## src/rtl/shift_issue_ctrl.sv

```systemverilog
// Issue/retire wrapper around the registered 16-bit right-shift unit: accepts one request,
// holds shifter operands for SHIFT_LAT edges, clamps shamt>=16, builds {N,Z,C}. Perf counters: SHIFT_ISSUE_PERF_EN.
module shift_issue_ctrl #(
  parameter int unsigned SHIFT_LAT = 1,
  parameter int unsigned WIDTH     = 16
) (
  input  logic             clk,
  input  logic             rst,
  input  logic             in_valid,
  output logic             in_ready,
  input  logic [WIDTH-1:0] in_operand,
  input  logic [WIDTH-1:0] in_shamt,
  output logic [WIDTH-1:0] sh_inp,
  output logic [WIDTH-1:0] sh_shift,
  input  logic [WIDTH-1:0] sh_out,
  output logic             res_valid,
  input  logic             res_ready,
  output logic [WIDTH-1:0] res_data,
  output logic [2:0]       res_flags
`ifdef SHIFT_ISSUE_PERF_EN
  ,
  output logic [31:0]      perf_ops,
  output logic [31:0]      perf_stall
`endif
);

  typedef enum logic [1:0] {IDLE, WAIT, CAPTURE, DONE} state_t;

  state_t           state;
  logic [2:0]       cnt;
  logic [WIDTH-1:0] op_q;
  logic [3:0]       amt_q;
  logic             big_q;

  logic [WIDTH-1:0] cap_data;
  logic             cap_c;

  // Counts of 16 or more shift everything out: result is pure sign fill, carry is the sign bit.
  always_comb begin
    cap_data = big_q ? {WIDTH{op_q[WIDTH-1]}} : sh_out;
    if (big_q)
      cap_c = op_q[WIDTH-1];
    else if (amt_q == 4'd0)
      cap_c = 1'b0;
    else
      cap_c = op_q[amt_q - 4'd1];
  end

  always_ff @(posedge clk or posedge rst) begin
    if (rst) begin
      state     <= IDLE;
      cnt       <= '0;
      op_q      <= '0;
      amt_q     <= '0;
      big_q     <= 1'b0;
      in_ready  <= 1'b0;
      sh_inp    <= '0;
      sh_shift  <= '0;
      res_valid <= 1'b0;
      res_data  <= '0;
      res_flags <= '0;
    end else begin
      case (state)
        IDLE: begin
          in_ready <= 1'b1;
          if (in_valid && in_ready) begin
            sh_inp   <= in_operand;
            sh_shift <= {{(WIDTH-4){1'b0}}, in_shamt[3:0]};
            op_q     <= in_operand;
            amt_q    <= in_shamt[3:0];
            big_q    <= |in_shamt[WIDTH-1:4];
            cnt      <= 3'(SHIFT_LAT);
            in_ready <= 1'b0;
            state    <= WAIT;
          end
        end
        WAIT: begin
          cnt <= cnt - 3'd1;
          if (cnt <= 3'd1)
            state <= CAPTURE;
        end
        CAPTURE: begin
          res_data  <= cap_data;
          res_flags <= {cap_data[WIDTH-1], cap_data == '0, cap_c};
          res_valid <= 1'b1;
          state     <= DONE;
        end
        DONE: begin
          if (res_ready) begin
            res_valid <= 1'b0;
            in_ready  <= 1'b1;
            state     <= IDLE;
          end
        end
        default: state <= IDLE;
      endcase
    end
  end

`ifdef SHIFT_ISSUE_PERF_EN
  always_ff @(posedge clk or posedge rst) begin
    if (rst) begin
      perf_ops   <= '0;
      perf_stall <= '0;
    end else begin
      if (res_valid && res_ready)
        perf_ops <= perf_ops + 32'd1;
      if (state == DONE && !res_ready)
        perf_stall <= perf_stall + 32'd1;
    end
  end
`endif

endmodule

```

## config.mk

```make
export PLATFORM = sky130hd
export DESIGN_NAME = shift_issue_ctrl
export DESIGN_NICKNAME = d
export VERILOG_FILES = /design/src/rtl/shift_issue_ctrl.sv
export SDC_FILE = /design/constraint.sdc
export NUM_CORES = 1
export LEC_CHECK = 0
export ABC_AREA = 0
export ABC_CLOCK_PERIOD_IN_PS = 1890
export CORE_ASPECT_RATIO = 0.5
export CORE_MARGIN = 3
export CORE_UTILIZATION = 37
export CTS_BUF_LIST = sky130_fd_sc_hd__clkbuf_16
export CTS_CLUSTER_SIZE = 20
export DETAILED_ROUTE_END_ITERATION = 8
export PLACE_DENSITY_LB_ADDON = 0.1
export SLEW_MARGIN = 20
export SYNTH_ARGS = -nofsm -noshare
export SYNTH_HDL_FRONTEND = slang
export SYNTH_SLANG_ARGS = --single-unit
```

## constraint.sdc

```tcl
create_clock -name clk -period 1.89 [get_ports clk]
set_input_delay 0.2835 -clock clk [delete_from_list [all_inputs] [get_ports clk]]
set_output_delay 0.2835 -clock clk [all_outputs]
set_load 0.1 [all_outputs]
```

* Yosys cells after proc, flatten, opt, wreduce, memory -nomap -nowiden
Index checks and enable logic that the tools add are counted.
Word-level totals: register bits 47, bits in latches 0, RAM bits 0, bits in read-only memories 0, output and inout port bits 53, word-level logic and storage cells 48, memories 0
Operators by class: add/subtract/negate cells 2, multiply operators 0, divide/modulo/power cells 0, order comparisons 2, equality and inequality tests 6, shift-type cells 0, multiplexer cells 16, bitwise logic cells 0, reductions and logical operators 13
Operators by type and width (count):
- $logic_not A16 Y1 | 1
- $mux W16 | 1
- $reduce_or A12 Y1 | 1
- $pmux W2 S4 | 1
- $reduce_and A2 Y1 | 4
- $mux W1 | 6
- $mux W2 | 3
- $ne A2 B2 Y1 const B | 3
- $pmux W3 S2 | 1
- $reduce_bool A2 Y1 | 3
- $lt A4 B5 Y1 const B | 1
- $bmux W1 S4 | 1
- $eq A2 B2 Y1 const B | 2
- $logic_not A4 Y1 | 1
- $pmux W1 S2 | 2
- $sub A4 B1 Y4 const B | 1
- $le A3 B1 Y1 const B | 1
- $mux W3 | 1
- $reduce_and A3 Y1 | 1
- $sub A3 B1 Y3 const B | 1
- $eq A2 B1 Y1 const B | 1
- $logic_not A2 Y1 | 1
- $logic_and A1 B1 Y1 | 1

* Depth between registers and ports, before layout
Gate-level depths: netlist (run 1).
depth in word-level cells 5, depth in mapped cells 7, mapped depth without buffers 6

* Least setup slack after synthesis (run 1)
OpenSTA, ideal clock, no wires.
path type reg-to-reg, start reg sh_shift[0] (netlist name), end reg res_flags[0], setup time 131 ps, data arrival time 2582 ps, setup slack -824 ps, cell stages (with the launch flop) 8, path buffers 1, period minus slack after synthesis 2714 ps, path through dfrtp_1 > buf_6 > inv_1 > ha_1 > mux4_1 > mux2i_1 > nor3_1 > or3_1
RTL lines:
- end signal, assigned | line 84 | res_flags <= {cap_data[WIDTH-1], cap_data == '0, cap_c};
- end, declared | line 19 | output logic [2:0] res_flags

==> run metrics, run 1 <==
Slew Viols, Final=0; Setup TNS=-0.06458 ns; Ant. Diodes=0; total track usage=0.1538; Mean Syn Cell Area=11.02 um2; Core ar.=5753 um2; violated checks=setup timing; arrival time worst endpoint=2.12 ns; synth warn=0; detailed-route DRC error count=0; slew margin rel.=0.6178; Hold Vio Cnt, Final=0; Fill cells=486; gr busiest metal=met2; Final setup viols=1; die height=61.78 um; period utilization=1.034; final cell count without fillers=390; initial core utilization=0.4002; Max-Cap Viols=0; largest net degree at the start of global routing=38; post-CTS setup buffer count=0; grt total ovfl=0; #FFs+latches synth=46; setup ws final=-0.06458 ns; number of instances in the placed design=382; first-pass GRT wire length=8880 um; vias in the first global route=1,788; register area=1161 um2; met2 usage=0.2410; worst slew pin tran=0.5733 ns; DR pass1 iterations=4; H-tree levels=2; vias per inst=4.759; M3 GR Usage=0.07052; Cell variety after synth=33; Routed WL=5441 um; top cells by area, synth=dfrtp_1, mux2_2, a21oi_1; fraction of layout cells with a size suffix above 1=0.2876; via count=1,856; # nets final=365; commonest non-fill, non-tap cell in the layout=clkdlybuf4s50_1; Hold Path Class=input port to asynchronous set/reset pin; I/O Buffers=92; Synth top area share=0.5000; worst hold margin=0.3248 ns; post-layout min period=1.955 ns; Root Driver=clkbuf_16; CTS Buf Count=5; fmax=just over 0.5 GHz; Startpoint Class=flop; dpl ws=-0.03717 ns; deepest clock path buffer count=2; Sink Count=46; WL/cell=13.95 um; status=finished with violations; multi-input logic area=1025 um2; Area Growth Syn to Fin=47.66%; register area share after synthesis=0.5000; M1 GR Usage=0.2022; Worst-Skew Late Latency=roughly 0.28 ns; CTS tree=built; initial DRC count=83; initial antenna violation count=0; most frequent cells in the layout=clkdlybuf4s50_1, buf_4, dfrtp_1; clock transition at the registers of the reported paths=0.06 ns; worst setup path class=flop to flop; die width=117.6 um; RSZ-0062 raised after global routing=yes; Post-Syn Area=2302 um2; worst path required time=2.05 ns; DP HPWL=4098 um; IO Pins=105; post-synth top area cell=dfrtp_1; row count=19; Final Wtd Congestion=0.7626; worst-path maximum fanout=4; die area=between 7000 and 8000 um2; Final Skew=0.003423 ns; Gate Count Post-Synth=209; endpoint class of the critical path=flop; number of routed nets with antenna violations=0
-- worst max-delay path: stages (launching register included) --
cell     delay [ns]
dfrtp_4        0.45
inv_4          0.05
ha_4           0.28
mux4_1         0.27
mux2_2         0.27
and3b_1        0.17
or3_1          0.35
-- what timing repair did --
item	in CTS	in global routing
setup endpoints to repair	1	1
pin swaps	1	2
gates resized for setup	1	0
hold buffers	0	0
hold endpoints to repair	0	0
-- synthesized netlist by cell type --
| cell type | instances |
|---|---|
| o221ai_1 | 1 |
| inv_1 | 8 |
| nor3_1 | 2 |
| nor2_1 | 21 |
| ha_1 | 8 |
| a211o_1 | 1 |
| clkinv_1 | 1 |
| nand2b_1 | 1 |
| nand2_1 | 5 |
| nand3_1 | 3 |
| or3_1 | 2 |
| a22o_1 | 1 |
| clkbuf_1 | 8 |
| xor2_1 | 1 |
| a21oi_1 | 36 |
| buf_4 | 13 |
| xnor2_1 | 1 |
| mux2_2 | 22 |
| mux2i_1 | 3 |
| o21a_1 | 2 |
| nor4_1 | 6 |
| and3b_1 | 1 |
| o21ai_0 | 4 |
| a21bo_2 | 1 |
| nand4_1 | 1 |
| dfrtp_1 | 46 |
| buf_6 | 1 |
| and2_1 | 1 |
| mux4_1 | 4 |
| o22a_1 | 1 |
| o21ba_2 | 1 |
| buf_1 | 1 |
| conb_1 | 1 |
-- state kept, by name (all words and copies together), names as in the netlist --
name,cells
op_q,16
sh_shift,4
res_flags,2
state,2
cnt,3
in_ready,1
res_valid,1
res_data,16
big_q,1
-- path summary, 6_finish.rpt --
check | slack (ns) | cells past startpoint | from | endpoint
hold / removal | 0.32 | 2 | rst | op_q[12]
min in group clk | 0.49 | 1 | res_flags[1] | res_flags[1]
hold reg to reg | 0.49 | 1 | res_flags[1] | res_flags[1]
setup reg to reg | -0.06 | 6 | sh_shift[0] | res_flags[0]
setup / recovery | -0.06 | 6 | sh_shift[0] | res_flags[0]
max in group asynchronous | 1.06 | 3 | rst | in_ready
-- layer usage --
layer  routed length [um]  vias to the layer above
met5                    0                        -
met4                    9                        0
met3                  555                        2
met2                 2423                       79
met1                 2454                      866
li1                     -                      909
-- stage by stage --
| stage | instance area (um2) | util |
|---|---|---|
| after CTS | 3400 | 0.5909 |
| after detailed placement | 3263 | 0.5672 |
| after global placement | 3263 | 0.5672 |
| after global routing | 3400 | 0.5909 |
| final | 3400 | 0.5909 |
| after floorplan | 2365 | - |
-- final cells by class --
| cell class | count | share of cell area |
|---|---|---|
| flip-flops and latches | 46 | 0.3416 |
| multi-input cells | 142 | 0.3014 |
| repair buffers | 101 | 0.2753 |
| clock buffers | 5 | 0.03681 |
| well taps | 84 | 0.03092 |
| inverters | 9 | 0.01067 |
| clock inverters | 3 | 0.003312 |
-- kinds of logic (layout without fill, tap and decap cells) --
logic type,after synthesis,in the layout,share of synthesized area
mux,29,29,0.1663
other cells,1,12,0.001629
fa+ha+maj,8,8,0.04348
compound gates,48,48,0.1174
simple gates,43,43,0.08696
buf+inv,32,118,0.07663
xor+xnor,2,2,0.007610
flops,46,46,0.5000
Power of run 1 is not shown: default switching activity piles up to over one toggle a cycle in this logic, so the estimate is an artifact.
==> run 2: changes to the inputs <==
Settings changed: CAP_MARGIN set to 20, CTS_BUF_LIST sky130_fd_sc_hd__clkbuf_16 to not set.
==> run metrics, run 2 (synthesis gave the netlist of run 1 again) <==
Startpoint Class=flop; Sink Count=46; CTS Hold Bufs=0; CTS Buf Count=5; deepest clock path buffer count=2; Hold Vio Cnt, Final=0; commonest non-fill, non-tap cell in the layout=clkdlybuf4s50_1; Final Skew=0.002799 ns; slew margin rel.=0.6266; Worst-Skew Late Latency=0.28 ns; initial DRC count=95; post-CTS setup buffer count=0; first-pass GRT wire length=8873 um; die area=roughly 7300 um2; Cell Chain, Critical Path=inv_4 -> ha_4 -> mux4_1 -> mux2_2 -> and3b_1 -> or3_1; detailed-route DRC error count=0; final cell count without fillers=390; total track usage=0.1536; Hold Path Class=input port to asynchronous set/reset pin; most frequent cells in the layout=clkdlybuf4s50_1, buf_4, dfrtp_1; fraction of layout cells with a size suffix above 1=0.2974; Core ar.=~5800 um2; grt total ovfl=0; R2R cell count=6; biggest regs=op_q: 16 flops, res_data: 16 flops, sh_shift: 4 flops; worst slew pin tran=0.5602 ns; CP peak stage delay=0.45 ns; CTS tree=built; period utilization=1.034; Root Driver=clkbuf_16; status=finished with violations; worst-path maximum fanout=4; violated checks=setup timing; Final setup viols=1; Routed WL=5468 um; vias per inst=between 4 and 5; clock transition at the registers of the reported paths=0.06 ns; dpl ws=-0.03717 ns; CP delay by family, top=multiplexers; endpoint class of the critical path=flop; # nets final=about 370; IO Pins=105; die width=117.6 um; initial antenna violation count=0; DR pass1 iterations=4; WP buf/inv=1; I/O Buffers=92; Ant. Diodes=0; worst setup path class=flop to flop; worst path required time=around 2.1 ns; Area Growth Syn to Fin=48.97%; Reg-to-Reg End=res_flags[0]; Worst path slowest cell=dfrtp_4; DP HPWL=4098 um; H-tree levels=2; Slew Viols, Final=0; Final Wtd Congestion=0.7626; Max-Cap Viols=0; FF-to-FF Start=sh_shift[0]; via count=1,863; largest net degree at the start of global routing=38; fmax=0.5117 GHz; row count=19; RSZ-0062 raised after global routing=yes; arrival time worst endpoint=around 2.1 ns; number of instances in the placed design=382; vias in the first global route=1,788; WL/cell=14.02 um; Setup TNS=-0.06410 ns; post-layout min period=1.954 ns; number of routed nets with antenna violations=0; setup ws final=-0.06410 ns; initial core utilization=0.4002; flop2flop setup slack=-0.06 ns; Core Util, Final=0.5961; die height=between 60 and 70 um
==> run 2: changes by cell type in the layout (fill, tap and decap cells not counted) <==
cell / change
clkbuf_8: +3
clkinv_1: -3
==> run 2: worst max path at each step <==
stage / cells after the start / slack [ns] / startpoint / end
6_report: 6 / -0.06 / sh_shift[0] / res_flags[0]
5_1_grt: 6 / -0.15 / sh_shift[0] / res_flags[0]
4_1_cts: 6 / -0.04 / sh_shift[0] / res_flags[0]
3_5_place_dp: 6 / -0.04 / sh_shift[0] / res_flags[0]
3_3_place_gp: 6 / -0.02 / sh_shift[0] / res_flags[0]
2_1_floorplan: 7 / -0.33 / sh_shift[0] / res_flags[0]
==> run 2: per-stage QoR <==
step	area, um2	hold WS, ns
floorplan	2365	0.3693
global placement	3263	0.4671
detailed placement	3263	0.4692
CTS	3430	0.3341
global route	3430	0.3538
finish	3430	0.3248
==> run 2: cell type report <==
cell class,count,area (um2)
tap,84,105.1
inverter,9,36.28
fill,476,2323
timing repair buffer,101,935.9
sequential,46,1161
clock buffer,8,166.4
multi-input combinational,142,1025
==> run 2: timing repair <==
| item | 4_1_cts | 5_1_grt |
|---|---|---|
| resized for setup | 1 | 0 |
| pin swaps | 1 | 2 |
| setup endpoints to repair | 1 | 1 |
| hold endpoints to repair | 0 | 0 |
==> run 2: layer usage <==
| metal | vias to the layer above | share of wire | GRT usage |
|---|---|---|---|
| met5 | - | 0 | 0 |
| met4 | 0 | 0.0016 | 0.03000 |
| met3 | 2 | 0.099 | 0.07052 |
| met2 | 76 | 0.45 | 0.2443 |
| met1 | 879 | 0.45 | 0.1994 |
| li1 | 906 | - | - |
Power of run 2 is left out for the same reason.
